[src/rtl/mem_arb_pkg.sv]
// Shared definitions for the dual-requester 1R1W memory arbiter.
//   MEM_DEPTH / MEM_WIDTH / MEM_GRAN : default geometry (entries, bits, bits per mask lane)
//   MEM_AW / MEM_MASKW               : derived address and mask widths
//   state_e                          : controller state (StInit clears the macro, StRun serves)
package mem_arb_pkg;

    localparam int unsigned MEM_DEPTH = 48;
    localparam int unsigned MEM_WIDTH = 64;
    localparam int unsigned MEM_GRAN  = 8;
    localparam int unsigned MEM_AW    = $clog2(MEM_DEPTH);
    localparam int unsigned MEM_MASKW = MEM_WIDTH / MEM_GRAN;

    typedef enum logic [0:0] {
        StInit = 1'b0,
        StRun  = 1'b1
    } state_e;

endpackage

[src/rtl/rr_arb2.sv]
// Two-way round-robin arbiter with its pointer register.
//   clock   : rising-edge clock
//   reset   : synchronous active-high reset, pointer returns to requester 0
//   valid   : request per requester
//   advance : the current grant was consumed; move the pointer past the winner
//   grant   : one-hot (or zero) grant, purely combinational from valid and pointer
module rr_arb2 (
    input  logic       clock,
    input  logic       reset,
    input  logic [1:0] valid,
    input  logic       advance,
    output logic [1:0] grant
);

    logic ptr_q;

    always_comb begin
        grant = 2'b00;
        unique case (valid)
            2'b01:   grant = 2'b01;
            2'b10:   grant = 2'b10;
            2'b11:   grant = ptr_q ? 2'b10 : 2'b01;
            default: grant = 2'b00;
        endcase
    end

    // After serving requester g the other one has priority.
    always_ff @(posedge clock) begin
        if (reset) begin
            ptr_q <= 1'b0;
        end else if (advance && (grant != 2'b00)) begin
            ptr_q <= ~grant[1];
        end
    end

endmodule

[src/rtl/mem_1r1w_arb.sv]
// Arbitrates two read and two write requesters onto a single 1R1W memory macro.
// Reads and writes are arbitrated independently (round-robin each). A read that
// targets the address being written in the same cycle is held off one cycle so
// it returns the new data. Out-of-range accesses are accepted but never reach
// the macro; such reads return zero.
// Optional feature: define MEM_1R1W_ARB_INIT_CLEAR_EN to clear every entry to
// zero after reset before any traffic is accepted.
// Ports:
//   clock, reset                        : clock and synchronous active-high reset
//   rd_valid/rd_ready/rd_addr           : per-requester read request channel
//   rsp_valid/rsp_data                  : one-hot read response strobe, shared data
//   wr_valid/wr_ready/wr_addr/wr_data/wr_mask : per-requester write channel
//   R0_addr/R0_en/R0_data               : macro read port (data one cycle after en)
//   W0_addr/W0_en/W0_data/W0_mask       : macro write port
//   init_done                           : block is accepting traffic
module mem_1r1w_arb
    import mem_arb_pkg::*;
#(
    parameter int unsigned DEPTH = MEM_DEPTH,
    parameter int unsigned WIDTH = MEM_WIDTH,
    parameter int unsigned GRAN  = MEM_GRAN,
    parameter int unsigned AW    = MEM_AW,
    localparam int unsigned MASKW = WIDTH / GRAN
) (
    input  logic                       clock,
    input  logic                       reset,
    input  logic [1:0]                 rd_valid,
    output logic [1:0]                 rd_ready,
    input  logic [1:0][AW-1:0]         rd_addr,
    output logic [1:0]                 rsp_valid,
    output logic [WIDTH-1:0]           rsp_data,
    input  logic [1:0]                 wr_valid,
    output logic [1:0]                 wr_ready,
    input  logic [1:0][AW-1:0]         wr_addr,
    input  logic [1:0][WIDTH-1:0]      wr_data,
    input  logic [1:0][MASKW-1:0]      wr_mask,
    output logic [AW-1:0]              R0_addr,
    output logic                       R0_en,
    input  logic [WIDTH-1:0]           R0_data,
    output logic [AW-1:0]              W0_addr,
    output logic                       W0_en,
    output logic [WIDTH-1:0]           W0_data,
    output logic [MASKW-1:0]           W0_mask,
    output logic                       init_done
);

    logic            in_init;
    logic            run;
    logic [1:0]      rd_gnt;
    logic [1:0]      wr_gnt;
    logic            rd_sel;
    logic            wr_sel;
    logic [AW-1:0]   rd_addr_sel;
    logic [AW-1:0]   wr_addr_sel;
    logic            rd_inr;
    logic            wr_inr;
    logic            wr_xfer;
    logic            wr_mem;
    logic            collide;
    logic            rd_xfer;
    logic [1:0]      rsp_valid_q;
    logic            rsp_oor_q;

`ifdef MEM_1R1W_ARB_INIT_CLEAR_EN
    state_e          state_q, state_d;
    logic [AW-1:0]   init_addr_q, init_addr_d;

    always_comb begin
        state_d     = state_q;
        init_addr_d = init_addr_q;
        if (state_q == StInit) begin
            init_addr_d = init_addr_q + AW'(1);
            if (init_addr_q == AW'(DEPTH - 1)) begin
                state_d = StRun;
            end
        end
    end

    always_ff @(posedge clock) begin
        if (reset) begin
            state_q     <= StInit;
            init_addr_q <= '0;
        end else begin
            state_q     <= state_d;
            init_addr_q <= init_addr_d;
        end
    end

    assign in_init = (state_q == StInit);
`else
    assign in_init = 1'b0;
`endif

    assign run       = !reset && !in_init;
    assign init_done = run;

    // Gating valid with run keeps every grant, ready and macro enable low
    // during reset and while the clear sequence owns the write port.
    rr_arb2 u_rd_arb (
        .clock   (clock),
        .reset   (reset),
        .valid   (rd_valid & {2{run}}),
        .advance (rd_xfer),
        .grant   (rd_gnt)
    );

    rr_arb2 u_wr_arb (
        .clock   (clock),
        .reset   (reset),
        .valid   (wr_valid & {2{run}}),
        .advance (wr_xfer),
        .grant   (wr_gnt)
    );

    assign wr_sel      = wr_gnt[1];
    assign wr_addr_sel = wr_addr[wr_sel];
    assign wr_inr      = 32'(wr_addr_sel) < DEPTH;
    assign wr_xfer     = |wr_gnt;
    assign wr_mem      = wr_xfer && wr_inr;
    assign wr_ready    = wr_gnt;

    assign rd_sel      = rd_gnt[1];
    assign rd_addr_sel = rd_addr[rd_sel];
    assign rd_inr      = 32'(rd_addr_sel) < DEPTH;

    // Read-after-write hazard: stall the read so it sees the written data next cycle.
    assign collide  = (|rd_gnt) && wr_mem && (rd_addr_sel == wr_addr_sel);
    assign rd_xfer  = (|rd_gnt) && !collide;
    assign rd_ready = rd_xfer ? rd_gnt : 2'b00;

    assign R0_en   = rd_xfer && rd_inr;
    assign R0_addr = rd_addr_sel;

    always_comb begin
        W0_en   = wr_mem;
        W0_addr = wr_addr_sel;
        W0_data = wr_data[wr_sel];
        W0_mask = wr_mask[wr_sel];
`ifdef MEM_1R1W_ARB_INIT_CLEAR_EN
        if (!reset && in_init) begin
            W0_en   = 1'b1;
            W0_addr = init_addr_q;
            W0_data = '0;
            W0_mask = '1;
        end
`endif
    end

    always_ff @(posedge clock) begin
        if (reset) begin
            rsp_valid_q <= 2'b00;
            rsp_oor_q   <= 1'b0;
        end else begin
            rsp_valid_q <= rd_ready;
            rsp_oor_q   <= !rd_inr;
        end
    end

    // Masking with reset drops a response that was in flight when reset arrived.
    assign rsp_valid = reset ? 2'b00 : rsp_valid_q;
    assign rsp_data  = ((|rsp_valid) && !rsp_oor_q) ? R0_data : '0;

endmodule
[config.mk]
export PLATFORM = sky130hd
export DESIGN_NAME = mem_1r1w_arb
export DESIGN_NICKNAME = d
export VERILOG_FILES = /design/src/rtl/mem_arb_pkg.sv /design/src/rtl/rr_arb2.sv /design/src/rtl/mem_1r1w_arb.sv
export SDC_FILE = /design/constraint.sdc
export NUM_CORES = 1
export LEC_CHECK = 0
export CAP_MARGIN = 20
export CORE_AREA = 2 2 153 155
export CTS_BUF_LIST = sky130_fd_sc_hd__clkbuf_8 sky130_fd_sc_hd__clkbuf_16
export DETAILED_ROUTE_END_ITERATION = 10
export DIE_AREA = 0 0 155 157
export PLACE_DENSITY_LB_ADDON = 0.3
export SYNTH_ARGS = -nofsm -noshare
export SYNTH_HDL_FRONTEND = slang
export SYNTH_SLANG_ARGS = --single-unit
[constraint.sdc]
create_clock -name clock -period 4.1 [get_ports clock]
set_input_delay 1.025 -clock clock [delete_from_list [all_inputs] [get_ports clock]]
set_output_delay 1.025 -clock clock [all_outputs]
set_load 0.02 [all_outputs]
==> flow_summary.toml, run 1 <==
[placement]
gp_congestion = 0.7579
portBuffers = 394
dp_hpwl_mm = 12.57
post_dp_cell_area_um2 = 6469
place_inst = 1088

[routing]
final_antenna_net_count = 0
wl_per_cell_um = 13.89
dr.pass1.iters = 4
viasPerCell = 3.742
drc = 0
vias = 4113
wl_mm = 15.27
drt_iter0_markers = 134

[cells_and_area]
area_delta_synth_final_pct = 246.9
drive_gt1_frac = 0.09594
seqCellArea_um2 = 100.1
multi_input_area_um2 = 1826
num-fill-cells = 2481
nets = 1052
final_area_um2 = 6802
layoutNonFillerInstCount = 1099

[floorplan]
die-area_um2 = 24340
ios = 395
fp.dieW_um = 155
die_h_um = 157
start_util = 0.08713
core_area_um2 = 22500
num_rows = 55

[clocking]
cts.sinks = 5
cts_buffers = 3
path_clk_slew_ps = 40
worstSkewPairLatency_ps = 230
cts_tree = "yes"
root_buffer = "clkbuf_16"
clockBufferDepth = 2
postCtsHoldBufs = 0
cts_max_level = 1

[logic_synthesis]
yosysSeqAreaShare = 0.05105
syn_avg_cell_area_um2 = 4.951
synth_top_family_by_area = "simple AND/OR/NAND/NOR gates"
synthCells = 396
synth-compound-area-share = 0.1002
yosys.cell_types.count = 34
syn-num-nets = 634
synth-simple-area-share = 0.7741
synth_fa_ha_area_frac = 0
synth-xor-area-share = 0
ys_seq_elements = 5
ys_warn_count = 0
syn_area_um2 = 1961
synth.area.mux_share = 0.01659

[worst_setup_path]
rr_worst_depth = 8
r2r_start = "u_wr_arb.ptr_q"
cp.arrival_ps = 3030
cp_cell_sequence = "dlygate4sd2_1 -> buf_6 -> buf_6 -> nand2b_4 -> nor2_4 -> mux2i_4 -> mux4_2 -> nor4_2 -> buf_4 -> nor3_1 -> buf_4"
critPathSlowestCell = "mux4_2"
critical_path.endpoint_type = "output port"
cp_max_fo = 7
r2r_slack_ps = 1660
start_kind = "input port"
r2r_end = "u_rd_arb.ptr_q"
cp.required_ps = 3070
slowest_delay_ps = 350
criticalPathCategory = "in2out"

[status]
status = "finished clean"

[global_routing]
grt_max_degree = 47
gr-total-overflow = 0
first_global_vias = 4223
antenna_found_initial = 1
grt_pass1_wl_mm = 22.08
use_met3 = 0.03992
met1_usage = 0.1127
grt_util_met2 = 0.2267
top_usage_layer = "met2"
grt_use_total = 0.1153

[timing]
fmax_mhz = 246.8
max_slew_margin = 0.7848
slew_violations = 0
min_period_ps = 4052
finalHoldViolCount = 0
fin_skew_ps = 2.712
fin_crit_sh = 0.9882
finalSetupViolations = 0
worstMarginPinSlew_ps = 319.4
grt_setup_unrepaired = "yes"

[hold_path]
holdPathStages = 2
hold_path.class = "reg2reg"
hold-path-endpoint = "u_rd_arb.ptr_q"
hold_path_startpoint = "u_rd_arb.ptr_q"

[pwr]
peakVddDrop_uv = 144.7
leakage_nw = 3.262
p_per_area_nw_per_um2 = 147.8

[run]
maxCapViolations = 0
==> per-layer routing <==
metal	routed length, um	part of all wire
met1	5210	0.34
met2	8058	0.53
met3	1701	0.11
met4	295	0.019
met5	0	0
==> worst max-delay path: cells and delay by family <==
kind	cells	cell delay, ps
and+or+nand+nor	4	540
muxes	2	610
buffers and inverters	5	830
==> cell type report <==
| class | instances | area share |
|---|---|---|
| repair buffers | 438 | 0.6492 |
| clock inverters | 1 | 0.0007358 |
| multi-input cells | 361 | 0.2684 |
| inverters | 5 | 0.003127 |
| clock buffers | 3 | 0.01104 |
| well taps | 285 | 0.05243 |
| diodes | 1 | 0.0003679 |
| flip-flops and latches | 5 | 0.01472 |
==> cell families (layout without fill, tap and decap cells) <==
group	after synthesis	in the layout
simple gates	332	332
buf+inv	30	447
compound gates	27	27
flops	5	5
mux	2	2
other cells	0	1
==> flip-flops by register name, summed over array words and instances (netlist names) <==
signal,count
rsp_oor_q,1
rsp_valid_q,2
u_rd_arb.ptr_q,1
u_wr_arb.ptr_q,1
==> synth_stat cells (all sizes together) <==
| cell | number | area [um2] |
|---|---|---|
| nand2 | 225 | 847.1 |
| buf | 1 | 5.000 |
| nand3b | 1 | 7.510 |
| and3 | 5 | 31.28 |
| and2 | 66 | 412.9 |
| dfxtp | 5 | 100.1 |
| nor2 | 4 | 15.01 |
| a211o | 4 | 35.03 |
| a21boi | 6 | 45.04 |
| nand4 | 2 | 12.51 |
| nor3 | 4 | 20.02 |
| clkbuf | 24 | 90.09 |
| nor2b | 6 | 37.54 |
| nor4b | 2 | 17.52 |
| a211oi | 1 | 7.510 |
| a221oi | 1 | 8.760 |
| o21a | 1 | 7.510 |
| o41ai | 1 | 8.760 |
| o211ai | 5 | 37.54 |
| or4 | 1 | 7.510 |
| nor4 | 1 | 6.260 |
| o22ai | 1 | 6.260 |
| mux2i | 1 | 10.01 |
| inv | 5 | 18.76 |
| nand3 | 5 | 25.02 |
| mux4 | 1 | 22.52 |
| or2 | 4 | 25.02 |
| o21ba | 1 | 10.01 |
| a21oi | 1 | 5.000 |
| nand2b | 6 | 52.55 |
| o21ai | 5 | 25.02 |
==> cell usage in the layout, fill, tap and decap left out, types with 2 or more instances in the layout <==
cell type,n
and3_1,5
clkbuf_16,3
nand3_1,4
nand2b_1,3
dlygate4sd2_1,28
nand4_1,2
o211ai_1,5
a21boi_0,2
buf_6,3
o21ai_1,4
buf_12,4
nor2b_4,2
nor2_1,3
nand2_1,224
and2_1,66
a21boi_1,4
or2_2,4
dlymetal6s2s_1,26
buf_4,44
inv_1,4
nor2b_1,4
nand2b_4,3
a211o_1,4
nor3_1,3
bufbuf_16,2
clkdlybuf4s50_1,329
dfxtp_1,5
==> worst max path at each step <==
stage	startpoint	end	slack (ps)	cells after the start
final	reset	R0_en	50	11
after global routing	reset	R0_en	-60	11
after floorplan	wr_valid[1]	rd_ready[0]	290	6
after detailed placement	reset	rd_ready[0]	-740	11
after CTS	wr_valid[0]	W0_mask[4]	-2	10
after global placement	reset	rd_ready[0]	-640	11
==> power by group <==
part	leakage [nW]	switching (mW)	internal (mW)	total (mW)
logic	3.18	0.335	0.455	0.790
registers	0.0415	0.00290	0.0522	0.0551
clock network	0.0409	0.0332	0.127	0.161
total	3.26	0.371	0.635	1.01
==> what timing repair did <==
item / CTS / global route
gates resized for setup: 69 / 40
setup endpoints to repair: 84 / 36
pin swaps: 4 / 2
buffers inserted: 3 / 1
cloned: 2 / 0
==> through the flow <==
stage	TNS, ps	hold WS (ps)	setup WS [ps]	power [mW]	util
3_5_place_dp	-26840	478.5	-735.2	0.8419	0.2875
2_1_floorplan	0	463.6	294.0	0.3386	-
6_report	0	530.2	48.32	1.006	0.3023
5_1_grt	-141.9	557.5	-61.69	1.073	0.3023
4_1_cts	-4.355	516.9	-2.387	1.016	0.2962
3_3_place_gp	-26580	488.3	-638.1	0.8424	0.2875
No activity file was read; power rests on OpenSTA's default activity.
==> inputs of run 2 (changes only) <==
GPL_TIMING_DRIVEN = 0   (was unset)
==> flow_summary.toml, run 2 (synthesis results as in run 1) <==
[cells_and_area]
n_antenna_cell = 0
area_delta_synth_final_pct = 230.5
layout_commonest_cell = "clkdlybuf4s50_1"
nets = 1038
mostFrequentLayoutCells = "clkdlybuf4s50_1, nand2_1, and2_1, clkbuf_2, buf_4"
largest_register_ffs = 2
max_flop_register = "rsp_valid_q"
drive_gt1_frac = 0.07635
num-fill-cells = 2493

[timing]
min_period_ps = 3905
worstMarginPinSlew_ps = 372.5
grt_setup_unrepaired = "no"
fmax_mhz = 256.1
fin_crit_sh = 0.9524
finalHoldViolCount = 0
max_slew_margin = 0.7527
fin_skew_ps = 4.993
fin_ws_ps = 195.3
slew_violations = 0
finalSetupViolations = 0

[clocking]
worstSkewPairLatency_ps = 230
cts_buffers = 3
clockBufferDepth = 2
postCtsHoldBufs = 0
cts_tree = "yes"
cts_max_level = 1
cts.sinks = 5
path_clk_slew_ps = 40
root_buffer = "clkbuf_16"

[worst_setup_path]
criticalPathCategory = "in2out"
cp.required_ps = 3070
critPathSlowestCell = "clkdlybuf4s50_1"
critPathTopFamily = "buffers and inverters"
cpMostUsedCell = "nand2_1"
slowest_delay_ps = 620
cp_max_fo = 10
cp.arrival_ps = 2880
critical_path.endpoint_type = "output port"
cp_cell_sequence = "clkdlybuf4s15_1 -> nand2b_4 -> nand2_2 -> buf_2 -> clkbuf_4 -> nand2_1 -> nand2_1 -> clkdlybuf4s50_1"
start_kind = "input port"
critical_path.n_buffers_inverters = 4

[routing]
final_antenna_net_count = 0
drt_iter0_markers = 143
dr.pass1.iters = 4
wl_mm = 15.20
wl_per_cell_um = 14.02
vias = 3989
drc = 0
viasPerCell = 3.680

[floorplan]
core_area_um2 = 22500
die_h_um = 157
fp.dieW_um = 155
num_rows = 55
start_util = 0.08713
ios = 395
die-area_um2 = 24340

[placement]
dp_worst_setup_slack_ps = -1327
portBuffers = 394
gp_congestion = 0.7403
dp_hpwl_mm = 13.23

[pwr]
leakage_nw = 2.835
peakVddDrop_uv = 122.1
p_per_area_nw_per_um2 = 152.2
totalPowerFinal_mw = 0.9862

[global_routing]
gr-total-overflow = 0
grt_pass1_wl_mm = 21.76
grt_max_degree = 11
antenna_found_initial = 0
first_global_vias = 4070
grt_use_total = 0.1146

[hold_path]
hold_path.class = "reg2reg"

[run]
maxCapViolations = 0

[status]
status = "finished clean"
-- run 2: per-stage QoR --
step,setup TNS [ps],area [um2],cells,hold slack (ps),util
3_5_place_dp,-121540,6261,1075,484.2,0.2782
5_1_grt,0,6480,1084,594.2,0.2880
6_report,0,6480,1084,536.1,0.2880
4_1_cts,0,6456,1082,502.2,0.2869
3_3_place_gp,-117400,6261,1075,484.9,0.2782
2_1_floorplan,0,1961,396,463.6,-
-- run 2: final timing paths --
check | start | to | slack (ps) | depth (start not counted)
worst max-delay path | wr_valid[0] | W0_data[23] | 200 | 8
worst min-delay path | u_rd_arb.ptr_q | u_rd_arb.ptr_q | 540 | 2
worst max register to register | u_rd_arb.ptr_q | u_rd_arb.ptr_q | 1750 | 7
worst min register to register | u_rd_arb.ptr_q | u_rd_arb.ptr_q | 540 | 2
-- run 2: worst min-delay path, delay by kind of cell (launching register included) --
kind | cells | cell delay (ps)
compound gates | 1 | 60
buf+inv | 1 | 70
flops | 1 | 340
-- run 2: area by class of cell --
| class | instances | area (um2) | share of cell area |
|---|---|---|---|
| timing repair buffer | 400 | 3955 | 0.6103 |
| multi-input combinational | 361 | 1836 | 0.2833 |
| tap | 285 | 356.6 | 0.05503 |
| buffer | 24 | 135.1 | 0.02085 |
| sequential | 5 | 100.1 | 0.01545 |
| clock buffer | 3 | 75.07 | 0.01159 |
| inverter | 5 | 18.77 | 0.002896 |
| clock inverter | 1 | 3.754 | 0.0005793 |
-- run 2: report_power, final --
part	total, mW	switching (mW)	leakage (nW)	internal [mW]
clock	0.161	0.0345	0.0423	0.127
sequential	0.0549	0.00267	0.0415	0.0523
combinational	0.770	0.331	2.75	0.439
-- run 2: repair_timing --
item                       4_1_cts  5_1_grt
gates resized for setup         72       23
pin swaps                        3        3
setup buffers                    4        2
setup endpoints to repair      143      105
gates cloned                     0        0
hold endpoints to repair         0        0
-- run 2: metal layers --
metal | vias up | part of all wire | GRT usage
met1 | 1679 | 0.34 | 0.1098
li1 | 2042 | - | -
met4 | 0 | 0.016 | 0.02469
met3 | 16 | 0.12 | 0.04626
met5 | - | 0 | 0
met2 | 252 | 0.53 | 0.2281
==> RTL change 1: new RTL, config.mk and constraints of run 2 <==
Add a define of `MEM_1R1W_ARB_INIT_CLEAR_EN`.
--- a/src/rtl/mem_1r1w_arb.sv
+++ b/src/rtl/mem_1r1w_arb.sv
@@ -13,6 +13,8 @@
 //   R0_addr/R0_en/R0_data               : macro read port (data one cycle after en)
 //   W0_addr/W0_en/W0_data/W0_mask       : macro write port
 //   init_done                           : block is accepting traffic
+`define MEM_1R1W_ARB_INIT_CLEAR_EN
+
 module mem_1r1w_arb
     import mem_arb_pkg::*;
 #(
Function: changed (a bounded check fails within 4 cycles, from zero or initial values and one cycle with reset high).
==> RTL change 1 against run 2 <==
- clock power up 24%
- synthesized cell count up 6.8%
- setup slack worse by 0.095 ns
- sequential cell count up 7
- power down 20%
- synthesized area up 18%
- wire length up 9.0%
- die area unchanged
- final area up 7.5%
- worst hold slack worse by 0.046 ns
- critical path type unchanged
- highest routed layer is now met5
==> RTL change 1: results (changes against run 2) <==
status = complete, no violations
number of global-route vias before repair = 3949 (-3.0%)
measured slew at the worst slew-check pin = 0.574 ns (+0.201 ns)
synth cell count leaders = nand2_1, a21oi_1, and2_1
slowest stage cell, crit path = o41ai_4
DRC marker count from the first detailed-route iteration = 188 (+31%)
filler cell count in the final layout = 2451 (-1.7%)
layout cells sized above 1 = 8.67% (+1.0 points)
average wire per standard cell = 14.8 um (+5.8%)
GR met2 Demand/Resource = 24.2% (+1.4 points)
Final Wtd Congestion = 0.770 (+4.0%)
VDD IR-drop max = 0.0000999 V (-18%)
worst setup path start = reset
Post-synth ARST share = 0% (unchanged)
Static Leakage = 2.87 nW (+1.2%)
GRT met3 Usage = 3.19% (-1.4 points)
CP max FO = 7 (-3)
sequential-to-total area share from yosys stat = 10.4% (+5.3 points)
FF-to-FF path depth = 13 (+6)
GRT Total Usage = 12.3% (+0.83 points)
initial antenna violation count = 3 (+3)
Synth Instances = 423 (+6.8%)
CP max stage delay = 0.38 ns (-0.24 ns)
worst r2r src = state_q$_SDFF_PP0_
Via-to-Cell Ratio = 3.83 (+4.1%)
Hold WC Path Type = reg -> reg
top post-synthesis cells by area = nand2_1, and2_1, a21oi_1
hpwl dp = 14100 um (+6.8%)
count of cell types in the netlist = 31 (-8.8%)
Final Skew = 0.00126 ns (-0.00373 ns)
r2r setup slk = 1.58 ns (-0.17 ns)
syn_nets = 662 (+4.4%)
Non-Filler Instances = 1117 (+3.0%)
Arr. time, crit path = 2.97 ns (+0.09 ns)
depth of the CTS H-tree = 1 (unchanged)
GR Util met1 = 13.5% (+2.5 points)
first-pass GRT wire length = 23100 um (+6.0%)
RTL change 1: cell type report:
class / instances / area, um2 / share of cell area (%)
Buffer: 33 / 188 / 2.69
Inverter: 7 / 38.8 / 0.557
Timing Repair Buffer: 404 / 3970 / 57.0
Antenna cell: 2 / 5.00 / 0.0719
Multi-Input combinational cell: 370 / 2080 / 29.8
Clock buffer: 4 / 88.8 / 1.28
Tap cell: 285 / 357 / 5.12
Sequential cell: 12 / 240 / 3.45
RTL change 1: tightest hold or removal path, stage by stage (launching register included):
cell,delay (ns)
dfxtp_1,0.31
nand2b_1,0.06
mux2i_1,0.06
RTL change 1: through the flow:
stage	hold WS, ns	TNS [ns]	power (mW)	area, um2	setup WS (ns)
after global routing	0.512	-0.00555	0.836	6960	-0.00555
after floorplan	0.448	0	0.259	2320	0.487
final	0.490	0	0.794	6960	0.100
after detailed placement	0.486	-114.01	0.601	6620	-1.24
after global placement	0.478	-110.79	0.601	6620	-1.26
after CTS	0.495	0	0.794	6810	0.0256
RTL change 1: report_power, final:
| part | switching (mW) | internal (mW) | total (mW) |
|---|---|---|---|
| combinational | 0.180 | 0.291 | 0.471 |
| sequential | 0.00322 | 0.120 | 0.123 |
| clock | 0.0521 | 0.147 | 0.199 |
| total | 0.235 | 0.558 | 0.794 |
RTL change 1: cells by family after synthesis:
kind of cell	Yosys count	synth area share (%)
and+or+nand+nor	270	54.5
AOI/OAI and AO/OA	76	17.9
buffers and inverters	41	7.34
muxes	13	5.61
DFF	12	10.4
xor gates and xnor gates	10	3.78
adders and majority gates	1	0.539
RTL change 1: worst max path at each step:
stage                        to  slack (ns)  depth (start not counted)
global route        rd_ready[0]      -0.006                         12
detailed placement  W0_data[27]       -1.24                         10
floorplan           W0_data[62]        0.49                          8
finish              rd_ready[0]        0.10                         12
global placement    W0_data[27]       -1.26                         10
CTS                 W0_data[25]        0.03                          8
RTL change 1: repair_timing:
| item | 4_1_cts | 5_1_grt |
|---|---|---|
| gates resized for setup | 140 | 18 |
| buffers inserted | 3 | 7 |
| pin swaps | 7 | 4 |
| endpoints found under the setup margin | 148 | 8 |
RTL change 1: metal layers:
metal,up-vias,routed length (um)
li1,2168,-
met4,2,77
met1,1892,6020
met3,6,1400
met5,-,13
met2,211,9070
==> RTL change 2: new RTL, settings of run 2 <==
Made on the original files. `MEM_DEPTH`: 48 -> 96.
--- a/src/rtl/mem_arb_pkg.sv
+++ b/src/rtl/mem_arb_pkg.sv
@@ -4,7 +4,7 @@
 //   state_e                          : controller state (StInit clears the macro, StRun serves)
 package mem_arb_pkg;
 
-    localparam int unsigned MEM_DEPTH = 48;
+    localparam int unsigned MEM_DEPTH = 96;
     localparam int unsigned MEM_WIDTH = 64;
     localparam int unsigned MEM_GRAN  = 8;
     localparam int unsigned MEM_AW    = $clog2(MEM_DEPTH);
Interface: changed (resized R0_addr, W0_addr, rd_addr and wr_addr); port bits go from 395 to 401. The function was not compared with the original's and may differ.
==> RTL change 2 against run 2 <==
- synthesized cell count fell by 7.6%
- setup slack got worse by 0.12 ns
- sequential cell count did not move
- final area fell by 0.23%
- wire length fell by 0.39%
- power fell by 2.4%
- register-to-register slack improved by 0.15 ns
- synthesized area fell by 4.0%
- clock power fell by 3%
- largest cell class unchanged
- largest power group unchanged
==> RTL change 2: results (changes against run 2) <==
status = complete, no violations
ys flop type = dfxtp_1
Layout Nets = 1017 (-2.0%)
antenna cells = 0 (unchanged)
Post-synth ARST share = 0% (unchanged)
sequential-to-total area share from yosys stat = 5.32% (+0.21 points)
DR top layer = met4
CP max stage delay = 0.37 ns (-0.25 ns)
clock slew at reported path FFs = 0.03 ns
CP max FO = 8 (-2)
placed cell areas = 6240 um2 (-0.30%)
first-pass GRT wire length = 21600 um (-0.51%)
layout cells sized above 1 = 7.62% (-0.012 points)
yosys warns = 0 (unchanged)
Hold WC Path Type = reg -> reg
max reg flops = 2 (unchanged)
DRT Wirelength = 15100 um (-0.39%)
Via-to-Cell Ratio = 3.47 (-5.7%)
initial antenna violation count = 0 (unchanged)
Non-Filler Instances = 1059 (-2.3%)
count of cell types in the netlist = 30 (-12%)
Final Skew = 0.00107 ns (-0.00392 ns)
synth cell count leaders = nand2_1, and2_1, clkbuf_1
Clk Latency, worst-skew pair = 0.22 ns
Longest Clk Path Bufs = 2 (unchanged)
met3 wire length = 925 um (-50%)
number of global-route vias before repair = 3685 (-9.5%)
hold_buf cts = 0 (unchanged)
slowest stage cell, crit path = mux2_2
root buf cell = clkbuf_16
Static Leakage = 2.86 nW (+0.95%)
max_slew headroom = 73.3% (-2.0 points)
hpwl dp = 13100 um (-1.1%)
VDD IR-drop max = 0.0000888 V (-27%)
DRC marker count from the first detailed-route iteration = 129 (-9.8%)
syn_nets = 608 (-4.1%)
Port Buffers = 400 (+1.5%)
top post-synthesis cells by area = nand2_1, and2_1, dfxtp_1
Mapped Avg Cell Area = 5.14 um2 (+3.8%)
GRT Total Usage = 11.2% (-0.21 points)
largest reg by FF count = rsp_valid_q
routed length on met2 = 7660 um (-4.5%)
wl on met1 = 6390 um (+25%)
CTS Buf Count = 3 (unchanged)
drt pass-1 iters = 4 (unchanged)
Final Wtd Congestion = 0.747 (+0.84%)
==> RTL change 2: cell count changes in the layout (fill, tap and decap cells not counted), moves of 4 or more <==
cell             before  now
clkbuf_2             19    7
a211o_1               4    0
inv_1                 5   10
nand2_1             224  217
clkdlybuf4s50_1     378  349
mux2_2                0    5
nand3_1               5    0
a21boi_1              4    0
or2_2                 4    0
xor2_2                0    4
buf_4                 8    4
dlygate4sd2_1         7   47
o211ai_1              5    0
==> RTL change 2: cell type report <==
| cell class | instances | area, um2 |
|---|---|---|
| inverters | 12 | 52.6 |
| flip-flops and latches | 5 | 100 |
| repair buffers | 405 | 3990 |
| clock inverters | 1 | 3.75 |
| clock buffers | 3 | 75.1 |
| plain buffers | 22 | 155 |
| well taps | 285 | 357 |
| fillers | 2474 | 16000 |
| multi-input cells | 326 | 1740 |
==> RTL change 2: through the flow <==
step	hold slack [ns]	TNS [ns]	worst slack, ns	util [%]
2_1_floorplan	0.454	0	0.227	-
3_3_place_gp	0.468	-105.47	-1.24	27.7
3_5_place_dp	0.478	-104.54	-1.27	27.7
4_1_cts	0.486	0	0.00112	28.5
5_1_grt	0.517	-0.0271	-0.0271	28.7
6_report	0.482	0	0.0726	28.7
==> RTL change 2: where the power goes <==
group          switching [mW]  internal, mW  total [mW]
Combinational           0.329         0.424       0.752
Clock                  0.0303         0.126       0.156
Sequential            0.00128        0.0522      0.0535
Total                   0.360         0.602       0.962
==> RTL change 2: logic make-up (layout without fill, tap and decap cells) <==
group	count (synthesis)	count (layout)	share of synthesized area [%]
simple gates	292	292	69.1
buf+inv	35	443	7.05
compound gates	13	13	5.98
mux	14	14	8.04
flops	5	5	5.32
xor+xnor	7	7	4.46
==> RTL change 2: worst paths after layout <==
check        slack, ns                         from                           to  cells after the start
max reg2reg       1.90  u_rd_arb.ptr_q$_SDFFE_PP0P_  u_rd_arb.ptr_q$_SDFFE_PP0P_                      9
max               0.07                        reset                  rd_ready[0]                      9
min reg2reg       0.48  u_wr_arb.ptr_q$_SDFFE_PP0P_  u_wr_arb.ptr_q$_SDFFE_PP0P_                      1
min               0.48  u_wr_arb.ptr_q$_SDFFE_PP0P_  u_wr_arb.ptr_q$_SDFFE_PP0P_                      1
==> RTL change 2: routing by layer <==
metal	track usage [%]	vias to the layer above
met5	0	-
met4	1.59	0
met3	1.95	12
met2	20.0	168
met1	14.5	1567
li1	-	1926
==> RTL change 2: timing repair <==
action | CTS | global route
pin swaps | 4 | 3
resized for setup | 107 | 11
buffers inserted | 3 | 2
endpoints found under the setup margin | 152 | 35
==> RTL change 2: worst max-delay path: cells and delay by family <==
family	cells	cell delay, ns
buffers and inverters	3	0.59
AOI/OAI and AO/OA	2	0.50
and+or+nand+nor	2	0.31
muxes	1	0.37
xor gates and xnor gates	1	0.18
